===== config.mk =====
export PLATFORM = sky130hd
export DESIGN_NAME = wb_arbiter
export DESIGN_NICKNAME = d
export VERILOG_FILES = /design/src/rtl/wb_arbiter.sv
export SDC_FILE = /design/constraint.sdc
export NUM_CORES = 1
export LEC_CHECK = 0
export CORE_AREA = 2 2 202 204
export CTS_CLUSTER_SIZE = 16
export DETAILED_ROUTE_END_ITERATION = 8
export DIE_AREA = 0 0 204 206
export PLACE_DENSITY = 0.65
export RECOVER_POWER = 25
export SYNTH_ARGS = -nofsm -noshare
export SYNTH_HDL_FRONTEND = slang
export SYNTH_SLANG_ARGS = --single-unit

===== constraint.sdc =====
create_clock -name clk -period 18.5 [get_ports clk]
set_input_delay 3.7 -clock clk [delete_from_list [all_inputs] [get_ports clk]]
set_output_delay 3.7 -clock clk [all_outputs]
set_load 0.05 [all_outputs]

===== src/rtl/wb_arbiter.sv =====
// Writeback arbiter: round-robin grant of the single register-file write port
// among the execution units, plus the register scoreboard (reg_busy).
module wb_arbiter #(
    parameter int NREQ = 5,
    parameter int DW   = 64
) (
    input  logic                 clk,
    input  logic                 rst_n,
    input  logic [NREQ-1:0]      wb_req,
    input  logic [7*NREQ-1:0]    wb_rn,
    input  logic [DW*NREQ-1:0]   wb_data,
    output logic [NREQ-1:0]      wb_ack,
    output logic                 rf_we,
    output logic [5:0]           rf_waddr,
    output logic [DW-1:0]        rf_wdata,
    input  logic                 set_en,
    input  logic [6:0]           set_rn,
    input  logic                 set2_en,
    input  logic [6:0]           set2_rn,
    output logic [63:0]          reg_busy
);
    localparam int PW = (NREQ > 1) ? $clog2(NREQ) : 1;

    logic [6:0]      req_rn   [NREQ];
    logic [DW-1:0]   req_data [NREQ];
    logic [NREQ-1:0] eligible;

    logic [NREQ-1:0] wb_ack_reg;
    logic [NREQ-1:0] wb_ack_next;
    logic            rf_we_reg;
    logic [5:0]      rf_waddr_reg;
    logic [DW-1:0]   rf_wdata_reg;
    logic [63:0]     busy_reg;
    logic [63:0]     busy_next;
    logic [PW-1:0]   last_grant_reg;

    logic            grant_valid;
    logic [PW-1:0]   grant_idx;
    logic [6:0]      win_rn;
    logic [DW-1:0]   win_data;
    logic            win_we;
    logic            set_ok;
    logic            set2_ok;

    // A unit whose ack is high this cycle is masked so a held request is not granted twice.
    genvar gi;
    generate
        for (gi = 0; gi < NREQ; gi++) begin : g_slice
            assign req_rn[gi]   = wb_rn[7*gi +: 7];
            assign req_data[gi] = wb_data[DW*gi +: DW];
            assign eligible[gi] = wb_req[gi] & ~wb_ack_reg[gi];
        end
    endgenerate

    always_comb begin
        int idx;
        logic [PW-1:0] idx_sel;
        grant_valid = 1'b0;
        grant_idx   = '0;
        idx         = 0;
        idx_sel     = '0;
        for (int k = 0; k < NREQ; k++) begin
            idx     = (int'(last_grant_reg) + 1 + k) % NREQ;
            idx_sel = PW'(idx);
            if (!grant_valid && eligible[idx_sel]) begin
                grant_valid = 1'b1;
                grant_idx   = idx_sel;
            end
        end
    end

    assign win_rn   = req_rn[grant_idx];
    assign win_data = req_data[grant_idx];
    assign win_we   = grant_valid & ~win_rn[6] & (win_rn[5:0] != 6'd0);
    assign set_ok   = set_en  & ~set_rn[6]  & (set_rn[5:0]  != 6'd0);
    assign set2_ok  = set2_en & ~set2_rn[6] & (set2_rn[5:0] != 6'd0);

    always_comb begin
        wb_ack_next = '0;
        if (grant_valid) begin
            wb_ack_next[grant_idx] = 1'b1;
        end
    end

    // Sets are applied after the clear: a newly issued producer keeps the register busy.
    always_comb begin
        busy_next = busy_reg;
        if (win_we) begin
            busy_next[win_rn[5:0]] = 1'b0;
        end
        if (set_ok) begin
            busy_next[set_rn[5:0]] = 1'b1;
        end
        if (set2_ok) begin
            busy_next[set2_rn[5:0]] = 1'b1;
        end
    end

    always_ff @(posedge clk or negedge rst_n) begin
        if (!rst_n) begin
            wb_ack_reg     <= '0;
            rf_we_reg      <= 1'b0;
            rf_waddr_reg   <= '0;
            rf_wdata_reg   <= '0;
            busy_reg       <= '0;
            last_grant_reg <= PW'(NREQ - 1);
        end else begin
            wb_ack_reg <= wb_ack_next;
            rf_we_reg  <= win_we;
            busy_reg   <= busy_next;
            if (grant_valid) begin
                last_grant_reg <= grant_idx;
                rf_waddr_reg   <= win_rn[5:0];
                rf_wdata_reg   <= win_data;
            end
        end
    end

    assign wb_ack   = wb_ack_reg;
    assign rf_we    = rf_we_reg;
    assign rf_waddr = rf_waddr_reg;
    assign rf_wdata = rf_wdata_reg;
    assign reg_busy = busy_reg;

endmodule

Word-level counts from Yosys, hierarchy flattened:

Cells that the tools add are included.

* add/subtract/negate cells: 5
* divide/modulo/power cells: 5
* $lt $le $gt $ge: 14
* multiplexer cells: 38
* bitwise operators: 24
* reduce and logical (&&, ||, !) cells: 15

Operators by type and width (number)
* $mux W64: 5
* $bmux W64 S3: 1
* $mod A32 B4 Y32 const B: 5
* $or A64 B64 Y64: 2
* $add A32 B3 Y32 const B: 2
* $and A64 B64 Y64: 1
* $not A64 Y64: 1
* $add A32 B2 Y32 const B: 1
* $lt A3 B4 Y1 const B: 6
* $bmux W7 S3: 1
* $lt A6 B7 Y1 const B: 3
* $demux W1 S6: 3
* $ge A6 B1 Y1 const B: 3
* $reduce_bool A6 Y1: 3
* $bmux W1 S3: 5
* $mux W3: 5
* $mux W1: 14
* $mux W7: 2
* $and A1 B1 Y1: 11
* $logic_and A1 B1 Y1: 8
* $not A1 Y1: 8
* $add A4 B3 Y5 const B: 1
* $mux W5: 1
* $add A3 B1 Y4 const B: 1
* 5 further kinds: 8

* bits in registers: 143
* input port bits: 378
* output and inout bits: 140

Longest topological paths before layout:

* depth after elaboration: 32
* depth in mapped cells: 38

Least setup slack after synthesis:

No wires, ideal clock.

* path type: reg-to-reg
* start: register last_grant_reg[0]
* end: register busy_reg[5], in the netlist reg_busy[5]
* setup time: 155 ps
* data arrival time: 7493 ps
* path slack: 10853 ps
* cell stages (with the launch flop): 33
* path buffers: 4
* period minus slack after synthesis: 7647 ps
* cell sequence: dfrtp_1 > buf_4 > buf_2 > inv_1 > clkbuf_1 > ha_1 > ha_1 > nor2b_1 > nor2_1 > ha_1 > and2b_1 > a32oi_2 > xnor2_1 > ha_1 > nor3_1 > mux2_2 > o211ai_1 > and2_1 > inv_1 > ha_1 > nand2b_1 > and2_1 > o31a_1 > o21ai_1 > and3_1 > o2111ai_1 > a311o_1 > o21ai_4 > buf_6 > mux2i_1 > o211ai_4 > nor4_2 > a41oi_1

* longest elaborated chain between the ends: 32
* elaborated cells between the ends (all ways): 58

RTL lines
* start: declaration: RTL line 35 `logic [PW-1:0] last_grant_reg;`
* start signal: assignment: RTL line 106 `last_grant_reg <= PW'(NREQ - 1);`
* start signal: assignment: RTL line 112 `last_grant_reg <= grant_idx;`
* $add A3 B1 Y4 *: RTL line 63 `idx = (int'(last_grant_reg) + 1 + k) % NREQ;`
* parallel branches: the longest is 26 deep, another holds $add A32 B2 Y32
* $mux W64 *: RTL line 88 `if (win_we) begin`
* $or A64 B64 Y64 (no source line)
* $mux W64 *: RTL line 91 `if (set_ok) begin`
* $or A64 B64 Y64 (no source line)
* $mux W64 *: RTL line 94 `if (set2_ok) begin`
* net busy_next[5]: RTL line 34 `logic [63:0] busy_next;`
* end signal: assignment: RTL line 110 `busy_reg <= busy_next;`
* end: declaration: RTL line 33 `logic [63:0] busy_reg;`

Mark *: on every way through the listed nets, which the timed path passes. The select of a mux whose other input is x is not followed.
A chain may end at the register's enable or synchronous reset.

==> results_dict.tcl <==
set metrics [dict create \
    htree_levels 4 \
    ff2ff_setup_slack_ps 8570 \
    ant_nets 0 \
    period_minus_slack_ps 10110 \
    vias 14200 \
    n_antenna_cell 0 \
    status "finished, violations left" \
    cts.clk_slew.worst_paths_ps 70 \
    synth_edf_count 0 \
    finalHoldViolCount 0 \
    cts_tree "built" \
    grt_pass1_vias 13600 \
    cts_root_buf "clkbuf_16" \
    cp_slowest_cell "clkbuf_1" \
    port_buffers 517 \
    path_buf_inv 2 \
    synth_area_per_cell_um2 8.28 \
    slew_headroom -2.43 \
    syn-num-nets 1925 \
    first_pass_iters 8 \
    multi_input_area_um2 8190 \
    muxShareOfSynthArea 0.0837 \
    setup_violations 0 \
    fp.dieH_um 206 \
    core-area_um2 40200 \
    drt_wl_total_mm 55.9 \
    grt_remaining_overflow 0 \
    cts_buffers 17 \
    drive_gt1_frac 0.0735 \
    required_ps 18300 \
    post-route-util 0.463 \
    start_kind "primary input" \
    wl_per_cell_um 22.5 \
    rr_startpoint "last_grant_reg[1]" \
    grt_max_degree 89 \
    grt_pass1_wl_mm 82.7 \
    drt_iter0_markers 1251 \
    crit_type "in -> async" \
    fin_tns_setup_ps 0 \
    grt_usage 0.256 \
    finalClockSkew_ps 11.3 \
    start_util 0.310 \
    clock-sinks 143 \
    critical_path.startpoint "rst_n" \
    synth_compound_area_frac 0.281 \
    cpPeakStageDelay_ps 3530 \
    finalCritPeriodShare 0.546 \
    yosysWarnings 0 \
    cp_data_arrival_time_ps 9900 \
    drcViolationCount 0 \
    yosysUniqueCellTypes 101 \
    max_freq_mhz 99.0 \
    path_cells "clkbuf_1 > clkbuf_1" \
    worstHoldStart "reg_busy[0]" \
    grt_setup_unrepaired "no" \
    hold_path.class "reg -> reg" \
    io_pins 518 \
    synth_ff_type "dfrtp_1" \
    synth_area_um2 12500 \
    fill_cells 3934 \
    placed_cell_area_um2 18000 \
    cap_violations 2 \
    tightest_slew_ps 5140 \
    die_x_um 204 \
    post_cts_buffers 0 \
    critPathMaxFanout 87 \
    critPathTopFamily "buffers and inverters" \
    clockBufferDepth 2 \
    cp-end-kind "asynchronous set/reset pin" \
    synth_xor_area_frac 0.0117 \
    num_rows 74 \
    postCtsResizedCells 0 \
    num-nets-final 2365 \
    violations "capacitance limit, slew limit" \
    synthAdderAreaFrac 0.0422 \
    yosys.area_share.simple 0.235 \
    fin_area_um2 18600 \
    clkLatencyLatePin_ps 440 \
    hold_buffers 0 \
    slew_violations 146 \
    viasPerCell 5.70 \
    syn_to_final_growth_pct 49.2 \
    grt_antenna_before_repair 3 \
    regArea_um2 3580 \
    seq_area_frac_synth 0.287 \
    crit_top_cell "clkbuf_1" \
    die-area_um2 42000 \
    ys_ff_latch 143 \
    synth_top_family_by_area "compound AO/OA/AOI/OAI gates" \
    syn_inst 1505 \
    synth-async-reset-ratio 1.00 \
    dp_hpwl_mm 41.7 \
    place.gp.congestion 0.930 \
]
## placed cells by master, fill, tap and decap left out, types with 33 or more instances in the layout
cell type,instances
a21oi_1,82
a222oi_1,33
nor2b_1,67
ha_1,42
clkdlybuf4s50_1,516
nand2_1,102
mux2i_1,86
nand3_1,51
inv_1,66
and3_1,43
dfrtp_1,142
o21ai_0,87
nor2_1,151
o22ai_1,48
o221a_2,34
## through the flow
stage	instances	setup WS (ps)	hold WS (ps)
finish	2490	8400	382
global route	2490	7150	395
CTS	2490	8710	386
detailed placement	2458	8740	367
global placement	2458	9010	367
floorplan	1505	10850	630
## cell type report
type	instances	area share
well taps	532	0.0358
clock inverters	10	0.00679
repair buffers	535	0.285
multi-input cells	1178	0.440
inverters	70	0.0141
clock buffers	22	0.0255
flip-flops and latches	143	0.192
## worst register-to-register path, delay by kind of cell, from the launching register on
kind	cells	cell delay (ps)
AOI/OAI and AO/OA	9	1820
xor gates and xnor gates	1	270
adders and majority gates	5	1590
buffers and inverters	7	2660
DFF	1	700
muxes	2	790
and+or+nand+nor	10	1950
## cell usage after synthesis, drive strengths merged (13+ instances only)
cell type | count | area share
and3 | 43 | 0.022
a222oi | 33 | 0.026
a41oi | 26 | 0.019
dfrtp | 142 | 0.29
nand3 | 53 | 0.022
nor2b | 67 | 0.034
nand2 | 103 | 0.031
clkbuf | 77 | 0.023
nand2b | 13 | 0.0065
nor4 | 25 | 0.017
o22ai | 50 | 0.026
a21oi | 82 | 0.033
ha | 42 | 0.042
inv | 70 | 0.021
o22a | 15 | 0.011
a31oi | 26 | 0.013
buf | 37 | 0.015
mux2i | 87 | 0.070
o221a | 34 | 0.031
o21ai | 91 | 0.037
nor3 | 20 | 0.0084
nor2 | 155 | 0.047
nor4b | 14 | 0.014
## worst paths after layout
path                           endpoint  cells after the start
setup / recovery           reg_busy[47]                      2
hold / removal              reg_busy[0]                      0
setup reg to reg            reg_busy[6]                     34
hold reg to reg             reg_busy[0]                      0
max in group clk            reg_busy[6]                     34
min in group asynchronous  reg_busy[39]                      1
## kinds of logic after synthesis
family                   Yosys count
AO/OA/AOI/OAI                    471
AND/OR/NAND/NOR                  551
buffers and inverters            184
multiplexers                      99
flip-flops                       143
adder cells (fa/ha/maj)           42
XOR/XNOR                          15
## per-layer routing
metal	up-vias	part of all wire	GRT usage
li1	6573	-	-
met1	6899	0.42	0.345
met2	652	0.47	0.405
met3	75	0.090	0.0706
met4	6	0.019	0.0611
met5	-	0.00073	0
Power is not shown: default switching activity piles up to over one toggle a cycle in this logic, so the estimate is an artifact.
==> variant 1, RTL diff (same flow settings) <==
Make the reset (`rst_n`) synchronous in one clocked block.
--- a/src/rtl/wb_arbiter.sv
+++ b/src/rtl/wb_arbiter.sv
@@ -96,7 +96,7 @@
         end
     end
 
-    always_ff @(posedge clk or negedge rst_n) begin
+    always_ff @(posedge clk) begin
         if (!rst_n) begin
             wb_ack_reg     <= '0;
             rf_we_reg      <= 1'b0;
Check against the original RTL: not equivalent (Yosys sat finds a counterexample within 4 cycles, from zero or initial values and one cycle with rst_n low; the reset may be asserted at any time).
==> variant 1 against the original RTL <==
- the flow still finishes with violations (max-capacitance violations, max-slew violations)
- die area stayed put
- area after synthesis shrank 5.5%
- routed wire length rose by 12%
- design area down 3.9%
- count of clock-buffer cells in the layout shrank 3
- sequential cell count unchanged
- setup slack worse by 0.83 ns
- cell count down 1.2%
- highest routed layer unchanged
Power is left out: the tool's default activity adds up to more than one toggle a clock period on the data nets, which glitch-free logic cannot reach.
==> variant 1: results (changes against the original RTL) <==
| Metric | Value |
|---|---|
| Initial antenna violation count | `26 (+23)` |
| Critical-path top delay cell | `ha_1` |
| Post-synth cell types | `96 (-5.0%)` |
| Top post-synthesis cells by area | `dfxtp_1 24%, mux2i_1 11%, o22ai_1 6.7%` |
| Pre-CTS setup slack | `7.767 ns (-0.9721 ns)` |
| Post-CTS Setup Inserts | `0 (unchanged)` |
| Clk Latency, worst-skew pair | `0.46 ns (+0.02 ns)` |
| Nets | `2320 (-1.9%)` |
| Worst R2R Path Depth | `33 (-2.9%)` |
| CP peak stage delay | `0.80 ns (-2.73 ns)` |
| Syn nets | `1892 (-1.7%)` |
| Gpl congestion | `1.021 (+9.8%)` |
| Final Max Slew Viols | `69 (-53%)` |
| Synth cell count leaders | `143 x dfxtp_1, 135 x mux2i_1, 127 x nor2_1, 126 x o22ai_1, 85 x o21ai_0` |
| Filler Cell Count | `3977 (+1.1%)` |
| R2R setup slack | `7.57 ns (-1.00 ns)` |
| Vias in the first global route | `13336 (-2.3%)` |
| Post-DP HPWL | `47.87 mm (+15%)` |
| Syn avg cell area | `8.006 um^2 (-3.4%)` |
| First-pass GRT wire length | `87.42 mm (+5.7%)` |
| Longest Clk Path Bufs | `2 (unchanged)` |
| Yosys warns | `0 (unchanged)` |
| GRT Resource Usage Total | `0.2787 (+0.02278)` |
| Worst Tran Pin Value | `2.726 ns (-2.414 ns)` |
| Clk root buf | `clkbuf_16` |
| First-pass DRT Iterations | `7 (-1)` |
| Failing checks | `max-capacitance violations, max-slew violations` |
| Crit-path max FO | `49 (-44%)` |
| Final setup skew | `0.009250 ns (-0.002063 ns)` |
| Ys async rst share | `0 (-1.000)` |
| Maxcap violations | `1 (-1)` |
| Worst Hold Class | `reg -> reg` |
| Setup crit start | `last_grant_reg[1]` |
| Period utilisation layout | `0.5911 (+0.04483)` |
| H-tree depth | `4 (unchanged)` |
| I/O Buffers | `517 (unchanged)` |
| Hold wc startpoint | `reg_busy[0]` |
| # placed instances | `2413 (-1.8%)` |
| Critical path class | `reg -> reg` |
| CTS clock-pin slew for the worst setup and hold paths | `0.07 ns (about the same)` |
| R2r endpoint | `rf_wdata[40]` |
| Layout cell share with drive strength beyond 1 | `0.05701 (-0.01654)` |
| DR vias | `14570 (+2.6%)` |
| CTS resizes | `0 (unchanged)` |
| Final WL | `62.37 mm (+12%)` |
| Hold Crit Endpoint | `reg_busy[0]` |
| Iter 0 DRT Violations | `1386 (+11%)` |
| Largest net degree at the start of global routing | `74 (-17%)` |
| Status | `finished with violations` |
| Non-Filler Instances | `2460 (-1.2%)` |
| Seq/Total Area, Yosys | `0.2429 (-0.04422)` |
| Hold Path Cell Cnt | `1 (+1)` |
==> variant 1: logic make-up after synthesis <==
| group | share of synthesized area |
|---|---|
| AOI/OAI and AO/OA | 0.2907 |
| xor gates and xnor gates | 0.01125 |
| adders and majority gates | 0.04459 |
| buffers and inverters | 0.05563 |
| DFF | 0.2429 |
| muxes | 0.1306 |
| and+or+nand+nor | 0.2243 |
==> variant 1: worst max-delay path: cells and delay by family, from the launching register on <==
| family | cells | cell delay [ns] |
|---|---|---|
| AO/OA/AOI/OAI | 8 | 1.98 |
| XOR/XNOR | 1 | 0.38 |
| adder cells (fa/ha/maj) | 5 | 1.89 |
| buffers and inverters | 8 | 2.91 |
| flip-flops | 1 | 0.60 |
| multiplexers | 1 | 0.28 |
| AND/OR/NAND/NOR | 10 | 2.57 |
==> variant 1: per-stage QoR <==
step	hold slack [ns]	area (um^2)	util
final	0.4601	17870	0.4446
after global routing	0.4918	17860	0.4444
after CTS	0.4694	17830	0.4437
after detailed placement	0.4484	17250	0.4293
after global placement	0.4486	17250	0.4293
after floorplan	0.6479	11790	-
==> variant 1: area by class of cell <==
type                       instances  area, um^2  share of cell area
clock buffer                      19       452.9             0.02535
multi-input combinational       1171        8307              0.4649
sequential                       143        2863              0.1602
clock inverter                    12       125.1            0.007003
inverter                          35       133.9            0.007493
tap                              532       665.6             0.03726
timing repair buffer             532        5279              0.2955
antenna                           16       40.04            0.002241
==> variant 1: metal layers <==
layer,GRT usage,up-vias,part of all wire
met5,0,-,0.0017
met4,0.1410,16,0.047
met3,0.07726,130,0.091
met2,0.4468,865,0.47
met1,0.3422,6951,0.39
li1,-,6608,-
==> variant 2, RTL diff (same flow settings) <==
Made on the original files. Set the parameter `DW` to 60 (it was 64).
--- a/src/rtl/wb_arbiter.sv
+++ b/src/rtl/wb_arbiter.sv
@@ -2,7 +2,7 @@
 // among the execution units, plus the register scoreboard (reg_busy).
 module wb_arbiter #(
     parameter int NREQ = 5,
-    parameter int DW   = 64
+    parameter int DW   = 60
 ) (
     input  logic                 clk,
     input  logic                 rst_n,
Interface: changed (resized rf_wdata and wb_data); port bits go from 518 to 494. The function was not compared with the original's and may differ.
==> variant 2 against the original RTL <==
- the flow still finishes with violations (max-capacitance violations, max-slew violations)
- area after synthesis down 7.4%
- sequential share of layout area increased by 0.74 points
- routed wire length is 0.20% lower
- die area is the same
- sequential cell count is 4 lower
- global-route usage is 0.19 points higher
- non-clock buffer count is 31 lower
- design area decreased by 6.4%
- setup slack improved by 0.14 ns
- critical path type is now reg -> reg
Power is not shown: default switching activity piles up to over one toggle a cycle in this logic, so the estimate is an artifact.
==> variant 2: results (changes against the original RTL) <==
| Metric | Value |
|---|---|
| Final Max Slew Viols | `142 (-2.7%)` |
| Failing checks | `max-capacitance violations, max-slew violations` |
| R2R setup slack | `8.54 ns (-0.03 ns)` |
| DR vias | `13719 (-3.4%)` |
| R2r endpoint | `rf_we` |
| Final WL | `55.82 mm (-0.20%)` |
| Initial antenna violation count | `11 (+8)` |
| Syn nets | `1891 (-1.8%)` |
| Largest net degree at the start of global routing | `97 (+9.0%)` |
| Critical-path top delay cell | `or4_1` |
| GRT met3 Usage | `0.04857 (-0.02208)` |
| Worst reg2reg path startpoint | `last_grant_reg[0]` |
| Crit-path max FO | `96 (+10%)` |
| Relative slew slack | `-1.766 (+0.6612)` |
| Adder-Cell Fraction of Synth Area | `0.04640 (+0.004249)` |
| Routed wl met3 | `4.475 mm (-11%)` |
| Synth cell count leaders | `234 x nand2_1, 208 x nor2_1, 138 x dfrtp_1, 88 x o21ai_0, 76 x clkbuf_1` |
| Maxcap violations | `2 (unchanged)` |
| Gpl congestion | `1.030 (+11%)` |
| Nets | `2305 (-2.5%)` |
| Seq/Total Area, Yosys | `0.3015 (+0.01436)` |
| Met2 routed wirelength | `26.26 mm (+0.61%)` |
| GRT Resource Usage Total | `0.2578 (+0.001916)` |
| Worst EP arrival | `10.21 ns (+0.31 ns)` |
| First-pass DRT Iterations | `7 (-1)` |
| Post-synthesis xor/xnor area fraction | `0.01897 (+0.007230)` |
| Post-DP HPWL | `42.89 mm (+2.9%)` |
| Status | `finished with violations` |
| Final setup skew | `0.009624 ns (-0.001688 ns)` |
| Top post-synthesis cells by area | `dfrtp_1 30%, nand2_1 7.6%, nor2_1 6.8%` |
| Post-synth cell types | `102 (+0.99%)` |
| Iter 0 DRT Violations | `1291 (+3.2%)` |
| Layout cell share with drive strength beyond 1 | `0.05370 (-0.01984)` |
==> variant 2: cell types whose count changed in the layout (fill, tap and decap cells not counted), moves of 46 or more <==
cell / unedited run / this run
a31oi_1: 26 / 72
mux2i_1: 86 / 26
nor2_1: 151 / 208
nor2b_1: 67 / 14
nand2_1: 102 / 233
a22oi_1: 3 / 70
==> variant 2: final cells by class <==
type / count / share of cell area
Multi-Input combinational cell: 1212 / 0.4318
Timing Repair Buffer: 504 / 0.2876
Sequential cell: 139 / 0.1999
Tap cell: 532 / 0.03824
Clock buffer: 20 / 0.02623
Clock inverter: 12 / 0.008697
Inverter: 31 / 0.006972
Antenna cell: 4 / 0.0005750
==> variant 2: worst reg2reg max path, delay by kind of cell (launching register included) <==
| family | cells | cell delay [ns] |
|---|---|---|
| compound gates | 6 | 1.64 |
| xor+xnor | 3 | 0.99 |
| fa+ha+maj | 5 | 1.56 |
| buf+inv | 2 | 1.14 |
| flops | 1 | 0.32 |
| mux | 3 | 0.83 |
| simple gates | 10 | 3.31 |
==> variant 2: worst max path at each step <==
stage	from	endpoint	slack, ns
after global routing	rst_n	rf_wdata[47]	7.33
after global placement	wb_req[3]	rf_we	8.86
after CTS	last_grant_reg[0]	rf_we	8.53
after floorplan	last_grant_reg[0]	reg_busy[46]	10.67
after detailed placement	last_grant_reg[0]	rf_we	8.68
final	last_grant_reg[0]	rf_we	8.54
==> variant 2: stage by stage <==
step                hold WS, ns  cell area (um^2)  std cells  worst slack (ns)
CTS                      0.3931             17410       2450             8.533
floorplan                0.6593             11540       1491             10.67
global placement         0.3653             16800       2418             8.862
global route             0.4200             17400       2452             7.329
finish                   0.3852             17410       2454             8.536
detailed placement       0.3705             16800       2418             8.682
